`config.mk`:
```
export PLATFORM = sky130hd
export DESIGN_NAME = alu_result_stage
export DESIGN_NICKNAME = d
export VERILOG_FILES = /design/src/rtl/alu_result_stage.sv
export SDC_FILE = /design/constraint.sdc
export NUM_CORES = 1
export LEC_CHECK = 0
export CORE_MARGIN = 2
export CORE_UTILIZATION = 51
export CTS_BUF_LIST = sky130_fd_sc_hd__clkbuf_4 sky130_fd_sc_hd__clkbuf_8
export CTS_CLUSTER_SIZE = 14
export DETAILED_ROUTE_END_ITERATION = 12
export MAX_ROUTING_LAYER = met4
export PLACE_DENSITY_LB_ADDON = 0.2
export REMOVE_ABC_BUFFERS = 1
export SETUP_SLACK_MARGIN = 0.1
export SYNTH_ARGS = -nofsm -noshare
export SYNTH_HDL_FRONTEND = slang
export SYNTH_SLANG_ARGS = --single-unit
export TNS_END_PERCENT = 100
```
`constraint.sdc`:
```
create_clock -name clk -period 2.65 [get_ports clk]
set_input_delay 0.3975 -clock clk [delete_from_list [all_inputs] [get_ports clk]]
set_output_delay 0.3975 -clock clk [all_outputs]
set_load 0.01 [all_outputs]
```
`src/rtl/alu_result_stage.sv`:
```
// Registered ALU result stage: two-entry skid buffer with zero/negative flags stored at capture.
// Optional feature macro ALU_RESULT_STAGE_PARITY_EN adds a stored even-parity bit on out_parity.
//
// state | meaning
// EMPTY | no entry held, out_valid low
// ONE   | MAIN holds the head entry
// FULL  | MAIN holds head, SKID holds the next entry, in_ready low
module alu_result_stage #(
  parameter int BUS_WIDTH = 8,
  parameter int TAG_WIDTH = 4
) (
  input  logic                 clk,
  input  logic                 rst,
  input  logic                 flush,
  input  logic                 in_valid,
  output logic                 in_ready,
  input  logic [BUS_WIDTH-1:0] in_result,
  input  logic [TAG_WIDTH-1:0] in_tag,
  output logic                 out_valid,
  input  logic                 out_ready,
  output logic [BUS_WIDTH-1:0] out_result,
  output logic [TAG_WIDTH-1:0] out_tag,
  output logic                 out_zero,
`ifdef ALU_RESULT_STAGE_PARITY_EN
  output logic                 out_parity,
`endif
  output logic                 out_neg
);

  localparam logic [1:0] EMPTY = 2'b00;
  localparam logic [1:0] ONE   = 2'b01;
  localparam logic [1:0] FULL  = 2'b10;

  logic [1:0]           state_q;
  logic [1:0]           state_nxt;
  logic                 push;
  logic                 pop;
  logic                 load_main_in;
  logic                 load_skid_in;
  logic                 load_main_skid;
  logic                 in_zero;
  logic                 in_neg;
  logic [BUS_WIDTH-1:0] skid_result;
  logic [TAG_WIDTH-1:0] skid_tag;
  logic                 skid_zero;
  logic                 skid_neg;

  assign push    = in_valid & in_ready;
  assign pop     = out_valid & out_ready;
  assign in_zero = (in_result == '0);
  assign in_neg  = in_result[BUS_WIDTH-1];

  always_ff @(posedge clk or posedge rst) begin
    if (rst) begin
      state_q  <= EMPTY;
      in_ready <= 1'b1;
    end else begin
      state_q  <= state_nxt;
      in_ready <= (state_nxt != FULL);
    end
  end

  always_comb begin
    state_nxt = state_q;
    if (flush) begin
      state_nxt = EMPTY;
    end else begin
      case (state_q)
        EMPTY: if (push) state_nxt = ONE;
        ONE: begin
          if (push && !pop)      state_nxt = FULL;
          else if (!push && pop) state_nxt = EMPTY;
        end
        FULL:    if (pop) state_nxt = ONE;
        default: state_nxt = EMPTY;
      endcase
    end
  end

  // Flush suppresses all loads so a discarded push never reaches storage.
  always_comb begin
    out_valid      = (state_q == ONE) || (state_q == FULL);
    load_main_in   = 1'b0;
    load_skid_in   = 1'b0;
    load_main_skid = 1'b0;
    if (!flush) begin
      case (state_q)
        EMPTY: load_main_in = push;
        ONE: begin
          load_main_in = push & pop;
          load_skid_in = push & ~pop;
        end
        FULL:    load_main_skid = pop;
        default: ;
      endcase
    end
  end

  always_ff @(posedge clk or posedge rst) begin
    if (rst) begin
      out_result  <= '0;
      out_tag     <= '0;
      out_zero    <= 1'b0;
      out_neg     <= 1'b0;
      skid_result <= '0;
      skid_tag    <= '0;
      skid_zero   <= 1'b0;
      skid_neg    <= 1'b0;
    end else begin
      if (load_main_in) begin
        out_result <= in_result;
        out_tag    <= in_tag;
        out_zero   <= in_zero;
        out_neg    <= in_neg;
      end else if (load_main_skid) begin
        out_result <= skid_result;
        out_tag    <= skid_tag;
        out_zero   <= skid_zero;
        out_neg    <= skid_neg;
      end
      if (load_skid_in) begin
        skid_result <= in_result;
        skid_tag    <= in_tag;
        skid_zero   <= in_zero;
        skid_neg    <= in_neg;
      end
    end
  end

`ifdef ALU_RESULT_STAGE_PARITY_EN
  logic skid_parity;

  always_ff @(posedge clk or posedge rst) begin
    if (rst) begin
      out_parity  <= 1'b0;
      skid_parity <= 1'b0;
    end else begin
      if (load_main_in)        out_parity <= ^in_result;
      else if (load_main_skid) out_parity <= skid_parity;
      if (load_skid_in)        skid_parity <= ^in_result;
    end
  end
`endif

endmodule
```
### After elaboration in Yosys (flattened, before gate mapping)

Index checks and enable logic that the tools add are counted.

| word-level totals | value |
|---|---|
| flip-flop bits (word level) | 31 |
| bits of input ports | 17 |
| logic and storage cells | 46 |

| cells by class | value |
|---|---|
| equal/unequal tests | 3 |
| muxes and demuxes | 20 |
| bitwise logic cells | 5 |
| reduce and logical (&&, ||, !) cells | 8 |

Operator list:

| cell | number |
|---|---|
| $mux 8 | 2 |
| $mux 2 | 5 |
| $mux 1 | 9 |
| $logic_not 8->1 | 1 |
| $mux 4 | 2 |
| $pmux 2 s3 | 1 |
| $and 1x1->1 | 4 |
| $eq 2x1->1 const B | 1 |
| $eq 2x2->1 const B | 1 |
| $logic_and 1x1->1 | 2 |
| $logic_not 1->1 | 2 |
| $logic_not 2->1 | 1 |
| $ne 2x2->1 const B | 1 |
| $pmux 1 s2 | 1 |
| $reduce_bool 2->1 | 1 |
| $logic_or 1x1->1 | 1 |
| $not 1->1 | 1 |

### Depth between registers and ports, before layout

Gate-level depths: netlist of the first run.

| logic depth | value |
|---|---|
| depth in word-level cells | 9 |
| depth in mapped cells | 8 |
| mapped depth without buffers | 6 |

### Worst setup path before layout of the first run

Ideal clock, no wire load.

| path | value |
|---|---|
| kind | reg2reg |
| start point | register state_q[0] |
| end point | register skid_result[0] |
| library setup time | 0.125 ns |
| arrival | 1.996 ns |
| data required time | 2.525 ns |
| path slack | 0.529 ns |
| cell stages (with the launch flop) | 8 |
| cells stage by stage | dfrtp_1 inv_1 ha_1 and2_4 or4b_4 buf_6 buf_12 mux2_4 |

| between the ends | value |
|---|---|
| word-level cells in the longest chain between the ends | 7 |

RTL lines:

| what | RTL line | RTL |
|---|---|---|
| start, declared | 34 | `logic [1:0] state_q;` |
| start signal, assigned | 58 | `state_q <= state_nxt;` |
| $eq 2x1->1 / $eq 2x2->1 (equally long branches) | 82 | `out_valid = (state_q == ONE) \|\| (state_q == FULL);` |
| $logic_or 1x1->1 * | 82 |  |
| via out_valid | 19 | `output logic out_valid,` |
| $and 1x1->1 * | 49 | `assign pop = out_valid & out_ready;` |
| $not 1->1 * | 91 | `load_skid_in = push & ~pop;` |
| $and 1x1->1 * | 91 |  |
| $mux 1 * | 87 | `case (state_q)` |
| $mux 1 * | 86 | `if (!flush) begin` |
| end signal, assigned | 122 | `skid_result <= in_result;` |
| end, declared | 43 | `logic [BUS_WIDTH-1:0] skid_result;` |

The timed path passes the listed nets; every way through them passes the cells marked *.
A chain may end at the register's enable or synchronous reset.

### Final worst setup path of the first run

| path | value |
|---|---|
| start point | register state_q[1] |
| end point | output out_valid |

| between the ends | value |
|---|---|
| word-level cells in the longest chain between the ends | 2 |

RTL lines:

| what | RTL line |
|---|---|
| $eq 2x1->1 / $eq 2x2->1 (equally long branches) | 82 |
| $logic_or 1x1->1 * | 82 |
| end, declared | 19 |

Mark *: on every way between the ends. The rest lies on a longest branch, timed or not.

==> summary.md, run 1 <==
| Metric | Value |
|---|---|
| Vias per cell | `5.52` |
| Post-Synth Adder-Cell Area | `0.0428` |
| Layout cells sized above 1 | `0.189` |
| Status | `completed` |
| First-pass GRT wire length | `4840 microns` |
| Routability cong. | `0.757` |
| Main flop type after synthesis | `dfrtp_1` |
| PortBufs | `32` |
| Core Box Area | `2690 sq um` |
| Pins over their slew limit | `0` |
| Maximum vdd ir drop | `0.761 mV` |
| Main combinational cell family by area after synthesis | `compound AO/OA/AOI/OAI gates` |
| Hold_ws | `0.434 ns` |
| Critical path data required time | `2.25 ns` |
| # diodes | `0` |
| Synthesized area | `1400 sq um` |
| Post-synthesis xor/xnor area fraction | `0.00624` |
| Rel. slew slack | `0.530` |
| Vias in the first global route | `997` |
| Crit end category | `output pin` |
| Post-CTS setup buffer count | `0` |
| Die height | `56.4 microns` |
| Critical Path Start Type | `flop` |
| Pin count of the biggest net entering global routing | `30` |
| Synthesized instance count | `110` |
| Post-route setup TNS | `0 ns` |
| Cts repair resizes | `0` |
| Simple-Gate Fraction of Synth Area | `0.128` |
| Max Cap Viol | `0` |
| Distinct cells, synth | `32` |
| Vias | `988` |
| Worst-path fanout max | `5` |
| RSZ-0062 raised after global routing | `no` |
| Antenna viol nets, final | `0` |
| Finish-stage setup viols | `0` |
| Num CTS Buffers | `5` |
| Seq/Total Area, Yosys | `0.518` |
| Initial core utilization | `0.522` |
| Tmin final | `2.12 ns` |
| Fmax | `0.471 GHz` |
| Post-synthesis mux area share | `0.118` |
| IO Pins | `33` |
| Post-synth EDFFs | `0` |
| Total gr overflow | `0` |
| Final total power | `1580 uW` |
| Gr usage total | `0.208` |
| Drt first pass iters | `4` |
| Die Area | `3190 sq um` |
| Chip Width | `56.4 microns` |
| TritonCTS Sinks | `29` |
| Post-synthesis compound-gate area fraction | `0.136` |
| Mapped Avg Cell Area | `12.8 sq um` |
| Clock slew at reported path FFs | `0.10 ns` |
| Wire per inst | `15.9 microns` |
| CTS Buffer Depth | `2` |
| Critical path type | `flop to output pin` |
| Worst-Skew Late Latency | `0.33 ns` |
| Post-layout util | `0.667` |
| Dpl hpwl | `2010 microns` |
| Synth warn | `0` |
| Clock skew | `0.0133 ns` |
| Pleak | `0.000796 uW` |
| DR iter-0 viols | `34` |
| Root buffer cell | `clkbuf_4` |
| Hold Fails Final Rpt | `0` |
| Period Utilization, post-route | `0.802` |
| Hold Buf Count CTS | `0` |
| TritonCTS clock tree | `done` |
| Worst slew pin tran | `0.699 ns` |
| Post-synth ARST share | `1.00` |
| Hold crit path type | `input pin to async pin` |
| Wirelength, routed | `2850 microns` |
| Synthesized flop and latch total | `29` |
| Pwr dens | `884 nW/um^2` |
| Initial antenna violation count | `0` |
| Layout net count | `168` |
| H-tree depth | `2` |
| # rows | `19` |
| Syn-to-layout area delta | `27.7%` |
| CP arrival | `1.73 ns` |
| Number of remaining DRC errors | `0` |
==> sequential cells by signal, indices dropped and copies added (netlist names) <==
register / count
skid_result: 8
in_ready: 1
out_result: 8
out_zero: 1
out_tag: 4
skid_tag: 4
state_q: 2
skid_zero: 1
==> layer usage <==
metal,global-route usage,share of wire,vias up
met4,0.0612,0.014,0
li1,-,-,487
met5,-,0,-
met2,0.292,0.44,31
met1,0.285,0.49,465
met3,0.0714,0.052,5
==> cell usage after synthesis (2+ instances only) <==
cell type | instances | area (sq um)
inv_1 | 4 | 15.0
mux2_2 | 4 | 45.0
nor4_1 | 4 | 25.0
nor2_1 | 3 | 11.3
a221o_1 | 13 | 130
mux2_4 | 8 | 120
nand2_1 | 6 | 22.5
buf_4 | 2 | 15.0
ha_1 | 4 | 50.1
nor2b_1 | 10 | 62.6
o21ai_0 | 2 | 10.0
nor3_1 | 2 | 10.0
and2b_1 | 2 | 15.0
dfrtp_1 | 28 | 701
==> kinds of logic after synthesis <==
kind of cell | count (synthesis)
multiplexers | 12
XOR/XNOR | 1
flip-flops | 29
buffers and inverters | 10
AO/OA/AOI/OAI | 22
AND/OR/NAND/NOR | 31
adder cells (fa/ha/maj) | 5
==> final cells by class <==
| class | instances | area [sq um] |
|---|---|---|
| clock buffer | 5 | 37.5 |
| clock inverter | 3 | 17.5 |
| fill | 214 | 895 |
| inverter | 4 | 15.0 |
| multi-input combinational | 71 | 606 |
| sequential | 29 | 727 |
| tap | 31 | 38.8 |
| timing repair buffer | 36 | 350 |
==> worst max-delay path, cell delays in order, from the launching register on <==
cell	delay, ns
dfrtp_1	0.40
inv_1	0.09
ha_1	0.36
clkdlybuf4s50_1	0.56
==> layout by cell type (no fill, tap or decap) <==
cell type and instances:
clkdlybuf4s50_1 32, dfrtp_1 28, a221o_1 13, nor2b_1 10, mux2_4 8, nand2_1 6, clkbuf_4 5, mux2_2 4
nor4_1 4, inv_1 4, ha_1 4, buf_4 4, nor2_1 3, nor3_1 2, o21ai_0 2, and2b_1 2
clkinv_2 2, nand2_2 1, and2_4 1, or4b_4 1, a31oi_1 1, nand3_1 1, a21oi_1 1, a221oi_1 1
a22oi_1 1, maj3_1 1, o22ai_1 1, xnor2_1 1, a211oi_1 1, a32o_1 1, clkinvlp_4 1, dfstp_2 1
==> metrics by stage <==
stage	setup WS, ns	area [sq um]	std cells
after floorplan	0.291	1350	104
after global placement	0.487	1740	171
after detailed placement	0.427	1740	171
after CTS	0.502	1790	179
after global routing	0.393	1790	179
final	0.525	1790	179
==> report_power, final <==
group | switching [uW] | internal, uW
combinational | 229 | 391
sequential | 94.3 | 610
clock | 160 | 99.8
==> worst paths after layout <==
| kind | from | endpoint | slack [ns] | cells past startpoint |
|---|---|---|---|---|
| worst max-delay path | state_q[1]$_DFF_PP0_ | out_valid | 0.53 | 3 |
| worst max register to register | state_q[0]$_DFF_PP0_ | skid_result[0]$_DFFE_PP0P_ | 0.57 | 5 |
| max in group asynchronous | rst | in_ready$_DFF_PP1_ | 1.89 | 3 |
| worst min-delay path | rst | out_result[4]$_DFFE_PP0P_ | 0.43 | 3 |
| min in group clk | skid_zero$_DFFE_PP0P_ | skid_zero$_DFFE_PP0P_ | 0.49 | 2 |
| worst min register to register | skid_zero$_DFFE_PP0P_ | skid_zero$_DFFE_PP0P_ | 0.49 | 2 |
Power figures use the tool's default switching activity.
==> inputs of run 2 (changes only) <==
CORE_UTILIZATION = 46   (was 51)
clock period = 1.8 ns   (was 2.65 ns; I/O delays follow)
==> summary.md, run 2 (synthesized netlist as in run 1, its figures left out) <==
| Metric | Value |
|---|---|
| First-pass GRT wire length | `5660 microns (+17%)` |
| Worst-Skew Late Latency | `0.32 ns (about the same)` |
| Syn-to-layout area delta | `50.7%` |
| Die Area | `3510 sq um (+10%)` |
| Cell Chain, Critical Path | `inv_2, ha_4, and2_4, or4b_4, mux2_4` |
| Gr usage total | `0.225 (+0.0178)` |
| Wirelength, routed | `3380 microns (+19%)` |
| Placed insts | `194 (+13%)` |
| Root buffer cell | `clkbuf_4` |
| Initial antenna violation count | `0 (unchanged)` |
| Wire per inst | `16.6 microns (+4.0%)` |
| Num CTS Buffers | `5 (unchanged)` |
| R2R setup slack | `-0.10 ns (-0.67 ns)` |
| Layout filler cell count | `221 (+3.3%)` |
| Pwr dens | `1230 nW/um^2 (+39%)` |
| Maximum vdd ir drop | `0.614 mV (-19%)` |
| Crit path depth | `5 (+2)` |
| Reg2Reg Depth | `5 (unchanged)` |
| Tmin final | `1.90 ns` |
| FF-to-FF End | `skid_result[1]$_DFFE_PP0P_` |
| Fmax | `0.526 GHz` |
| Antenna viol nets, final | `0 (unchanged)` |
| # diodes | `0 (unchanged)` |
| Critical Path Start Type | `flop` |
| Worst setup startpoint | `state_q[0]$_DFF_PP0_` |
| Max Cap Viol | `0 (unchanged)` |
| Crit-path leading delay family | `simple AND/OR/NAND/NOR gates` |
| CTS Buffer Depth | `2 (unchanged)` |
| Biggest regs | `out_result (8), skid_result (8)` |
| Vias | `1131 (+14%)` |
| Critical path type | `flop to flop` |
| Crit-path max cell delay | `0.62 ns (+0.06 ns)` |
| Layout net count | `191 (+14%)` |
| Layout cells sized above 1 | `0.398 (+0.208)` |
| Hold_ws | `0.262 ns (-0.172 ns)` |
| Reg2Reg Launch Point | `state_q[0]$_DFF_PP0_` |
| Die height | `59.2 microns (+4.9%)` |
| TritonCTS Sinks | `29 (unchanged)` |
| IO Pins | `33 (unchanged)` |
| Pin count of the biggest net entering global routing | `30 (unchanged)` |
| Clock skew | `0.00835 ns (-0.00497 ns)` |
| Rel. slew slack | `0.780 (+0.250)` |
| Failing checks | `negative setup slack` |
| TritonCTS clock tree | `done` |
| Sequential Area | `727 sq um (unchanged)` |
| Hold Buf Count CTS | `0 (unchanged)` |
| Status | `complete, but fails checks` |
| Hold Fails Final Rpt | `0 (unchanged)` |
| Chip Width | `59.2 microns (+4.9%)` |
| Most common cell after layout, fill and taps aside | `clkdlybuf4s50_1` |
| Number of remaining DRC errors | `0 (unchanged)` |
| PortBufs | `32 (unchanged)` |
| Crit path to | `skid_result[1]$_DFFE_PP0P_` |
| Finish-stage setup viols | `21 (+21)` |
| # rows | `20 (+1)` |
| CP arrival | `2.12 ns (+0.39 ns)` |
| Multi-input logic area | `713 sq um (+18%)` |
| Dpl hpwl | `2290 microns (+14%)` |
| Hold crit path type | `input pin to async pin` |
| Routability cong. | `0.836 (+10%)` |
| Critical path data required time | `2.02 ns (-0.23 ns)` |
| CP bufs+invs | `1 (-1)` |
| Pleak | `0.000941 uW (+18%)` |
| Initial core utilization | `0.471 (-0.0511)` |
| DR iter-0 viols | `35 (+2.9%)` |
| Post-layout util | `0.710 (+0.0427)` |
| Clock slew at reported path FFs | `0.10 ns (about the same)` |
| Drt first pass iters | `4 (unchanged)` |
| Worst slew pin tran | `0.327 ns (-0.373 ns)` |
| Vias in the first global route | `1171 (+17%)` |
| Period Utilization, post-route | `1.06` |
| Slowest library cell on the worst path | `or4b_4` |
| Worst slack at placement | `-0.275 ns (-0.702 ns)` |
| Crit end category | `flop` |
| Total gr overflow | `0 (unchanged)` |
| Worst-path fanout max | `7 (+2)` |
| H-tree depth | `2 (unchanged)` |
| Vias per cell | `5.54 (+0.45%)` |
| Layout Cells excl Fill | `204 (+14%)` |
| Pins over their slew limit | `0 (unchanged)` |
| RSZ-0062 raised after global routing | `yes` |
| Fin worst setup slack | `-0.102 ns (-0.627 ns)` |
| Core Box Area | `2980 sq um (+11%)` |
| Most frequent cells in the layout | `clkdlybuf4s50_1 (30), dfrtp_1 (28), buf_4 (20)` |
[run 2: cell count changes in the layout (fill, tap and decap cells not counted), moves of 3 or more]
cell    previous run  this run
buf_4              4        20
ha_1               4         1
buf_12             0         3
ha_4               0         3
buf_6              0         3
[run 2: final cells by class]
cell class / instances / share of cell area
inverters: 4 / 0.00710
multi-input cells: 72 / 0.337
clock buffers: 5 / 0.0178
well taps: 33 / 0.0195
clock inverters: 3 / 0.00829
flip-flops and latches: 29 / 0.344
repair buffers: 58 / 0.266
[run 2: metrics by stage]
stage / setup TNS, ns / power [uW] / cell area (sq um)
6_report: -1.05 / 2590 / 2110
5_1_grt: -3.02 / 2750 / 2110
4_1_cts: -1.25 / 2580 / 2080
3_5_place_dp: -6.04 / 2100 / 1930
3_3_place_gp: -4.80 / 2060 / 1930
2_1_floorplan: -8.35 / 1550 / 1350
[run 2: layer usage]
metal,vias up,global-route usage,routed length [microns]
li1,533,-,-
met1,573,0.281,1500
met2,21,0.352,1740
met3,4,0.0459,106
met4,0,0.104,36
met5,-,-,0
[run 2: tightest hold or removal path, stage by stage]
cell and delay (ns):
clkdlybuf4s50_1 0.39, inv_1 0.09, buf_12 0.20
[run 2: how the worst min path moves through the flow]
stage,startpoint,to,depth (start not counted)
3_5_place_dp,skid_zero$_DFFE_PP0P_,skid_zero$_DFFE_PP0P_,2
5_1_grt,rst,out_tag[2]$_DFFE_PP0P_,3
3_3_place_gp,skid_zero$_DFFE_PP0P_,skid_zero$_DFFE_PP0P_,2
2_1_floorplan,flush,state_q[0]$_DFF_PP0_,1
4_1_cts,rst,out_tag[2]$_DFFE_PP0P_,3
6_report,rst,out_result[1]$_DFFE_PP0P_,3
[run 2: what timing repair did]
action	CTS	global route
pin swaps	3	5
setup endpoints to repair	30	31
cloned	1	0
buffers inserted	1	0
gates resized for setup	21	8
[run 2: power by group]
| group | internal (uW) | total, uW | switching (uW) |
|---|---|---|---|
| Clock | 147 | 389 | 242 |
| Combinational | 734 | 1170 | 432 |
| Sequential | 899 | 1040 | 141 |
==> inputs of run 3 (changes only) <==
CORE_ASPECT_RATIO = 0.9   (was not set)
==> summary.md, run 3 (synthesized netlist as in run 1, its figures left out) <==
| Metric | Value |
|---|---|
| Initial antenna violation count | `0 (unchanged)` |
| Cell Chain, Critical Path | `inv_2, ha_4, and2_4, or4b_4, mux2_4` |
| Critical path data required time | `2.04 ns (+0.02 ns)` |
| Core Box Area | `2820 sq um (-5.5%)` |
| Gr usage total | `0.234 (+0.00857)` |
| Total gr overflow | `0 (unchanged)` |
| Die Area | `3510 sq um (about the same)` |
| Clock skew | `0.00725 ns (-0.00109 ns)` |
| Max Cap Viol | `0 (unchanged)` |
| Reg2Reg Depth | `5 (unchanged)` |
| Rel. slew slack | `0.759 (-0.0213)` |
| Worst-path fanout max | `7 (unchanged)` |
| Fmax | `0.522 GHz (-0.67%)` |
| Multi-input logic area | `734 sq um (+3.0%)` |
| Crit path depth | `5 (unchanged)` |
| R2R setup slack | `-0.11 ns (about the same)` |
| Root buffer cell | `clkbuf_4` |
| TritonCTS clock tree | `done` |
| # rows | `18 (-10%)` |
| Crit-path max cell delay | `0.59 ns (-0.03 ns)` |
| Wirelength, routed | `3660 microns (+8.4%)` |
| Met2 usage | `0.354 (+0.00239)` |
| H-tree depth | `2 (unchanged)` |
| # diodes | `0 (unchanged)` |
| Tmin final | `1.91 ns (+0.0129 ns)` |
| Initial core utilization | `0.498 (+0.0272)` |
| Worst slew pin tran | `0.361 ns (+0.0349 ns)` |
| Slowest library cell on the worst path | `or4b_4` |
| Wire per inst | `17.7 microns (+6.8%)` |
| Vias in the first global route | `1203 (+2.7%)` |
| Finish-stage setup viols | `24 (+14%)` |
| Crit path to | `skid_result[3]$_DFFE_PP0P_` |
| Most frequent cells in the layout | `clkdlybuf4s50_1 (30), dfrtp_1 (28), buf_4 (18)` |
| Sequential Area | `727 sq um (unchanged)` |
| Drt first pass iters | `4 (unchanged)` |
| FF-to-FF End | `skid_result[3]$_DFFE_PP0P_` |
| Reg2Reg Launch Point | `state_q[0]$_DFF_PP0_` |
| Pin count of the biggest net entering global routing | `30 (unchanged)` |
| Antenna viol nets, final | `0 (unchanged)` |
| TritonCTS Sinks | `29 (unchanged)` |
| Syn-to-layout area delta | `48.8%` |
| Layout net count | `187 (-2.1%)` |
| CP arrival | `2.15 ns (+0.03 ns)` |
| Routability cong. | `0.806 (-3.5%)` |
| Status | `complete, but fails checks` |
| Pleak | `0.000931 uW (-1.0%)` |
| RSZ-0062 raised after global routing | `yes` |
| Crit-path leading delay family | `simple AND/OR/NAND/NOR gates` |
| Layout cells sized above 1 | `0.413 (+0.0155)` |
| Layout filler cell count | `196 (-11%)` |
| Hold crit path type | `input pin to async pin` |
| Die height | `56.4 microns (-4.8%)` |
| Chip Width | `62.2 microns (+5.0%)` |
| Pwr dens | `1260 nW/um^2 (+3.0%)` |
| First-pass GRT wire length | `5910 microns (+4.4%)` |
| Most common cell after layout, fill and taps aside | `clkdlybuf4s50_1` |
| Vias per cell | `5.43 (-2.1%)` |
| CP bufs+invs | `1 (unchanged)` |
| Period Utilization, post-route | `1.06 (+0.00715)` |
| Dpl hpwl | `2250 microns (-1.9%)` |
| Failing checks | `negative setup slack` |
| Critical path type | `flop to flop` |
| Pins over their slew limit | `0 (unchanged)` |
| Maximum vdd ir drop | `0.741 mV (+21%)` |
| Num CTS Buffers | `5 (unchanged)` |
| Worst setup startpoint | `state_q[0]$_DFF_PP0_` |
| Crit end category | `flop` |
| CTS Buffer Depth | `2 (unchanged)` |
| DR iter-0 viols | `49 (+40%)` |
| Biggest regs | `out_result (8), skid_result (8)` |
| Worst slack at placement | `-0.240 ns (+0.0343 ns)` |
| Vias | `1123 (-0.71%)` |
| Clock slew at reported path FFs | `0.09 ns (about the same)` |
| IO Pins | `33 (unchanged)` |
| Fin worst setup slack | `-0.115 ns (-0.0129 ns)` |
| Met3 GRT Util | `0.0581 (+0.0123)` |
| Met1 GRT Util | `0.281 (about the same)` |
| Number of remaining DRC errors | `0 (unchanged)` |
| PortBufs | `32 (unchanged)` |
| Post-layout util | `0.741 (+0.0317)` |
| Critical Path Start Type | `flop` |
| Hold Fails Final Rpt | `0 (unchanged)` |
| Worst-Skew Late Latency | `0.35 ns (+0.03 ns)` |
| Grt peak-use layer | `met2` |
[run 3: cell count changes in the layout (fill, tap and decap cells not counted), sizes merged]
cell / before / now
buf: 27 / 23
clkbuf: 5 / 8
dlymetal6s2s: 1 / 0
clkinv: 2 / 0
clkinvlp: 1 / 0
dlygate4sd2: 0 / 1
[run 3: metal layers]
layer / part of all wire / vias up / wire length (microns)
met5: 0 / - / 0
met4: 0.024 / 0 / 87
met3: 0.051 / 9 / 186
met2: 0.49 / 35 / 1790
met1: 0.44 / 555 / 1600
li1: - / 524 / -
[run 3: area by class of cell]
type / instances / share of cell area
flip-flops and latches: 29 / 0.348
multi-input cells: 72 / 0.352
repair buffers: 54 / 0.240
clock buffers: 8 / 0.0288
well taps: 40 / 0.0240
inverters: 4 / 0.00719
[run 3: per-stage QoR]
stage,setup TNS (ns),cell area [sq um],hold slack [ns],cells,power (uW)
global route,-3.85,2090,0.347,207,2790
floorplan,-8.35,1350,0.343,104,1550
global placement,-4.95,1880,0.468,197,2010
finish,-1.50,2090,0.293,207,2640
detailed placement,-5.40,1880,0.479,197,2040
CTS,-0.740,2000,0.300,206,2520
[run 3: what timing repair did]
item                       4_1_cts  5_1_grt
hold endpoints to repair         0        0
pin swaps                        4        9
setup buffers                    0        1
resized for setup               14       24
cloned                           1        0
setup endpoints to repair       29       28
hold buffers                     0        0
[run 3: worst register-to-register path, stage by stage, from the launching register on]
cell and delay [ns]:
dfrtp_1 0.39, inv_2 0.10, ha_4 0.22, and2_4 0.15, or4b_4 0.59, mux2_4 0.35
[run 3: how the worst min path moves through the flow]
stage / from / end / slack (ns) / cells past startpoint
after detailed placement: skid_zero$_DFFE_PP0P_ / skid_zero$_DFFE_PP0P_ / 0.48 / 2
after CTS: rst / skid_zero$_DFFE_PP0P_ / 0.30 / 3
after floorplan: flush / state_q[0]$_DFF_PP0_ / 0.34 / 1
after global routing: rst / out_result[2]$_DFFE_PP0P_ / 0.35 / 3
final: rst / skid_zero$_DFFE_PP0P_ / 0.29 / 3
after global placement: skid_zero$_DFFE_PP0P_ / skid_zero$_DFFE_PP0P_ / 0.47 / 2
[run 3: power by group]
| group | leakage (uW) | switching [uW] | total, uW | internal [uW] |
|---|---|---|---|---|
| Combinational | 0.000535 | 440 | 1170 | 726 |
| Clock | 0.0000368 | 225 | 425 | 200 |
| Sequential | 0.000359 | 148 | 1050 | 900 |
| Total | 0.000931 | 813 | 2640 | 1830 |
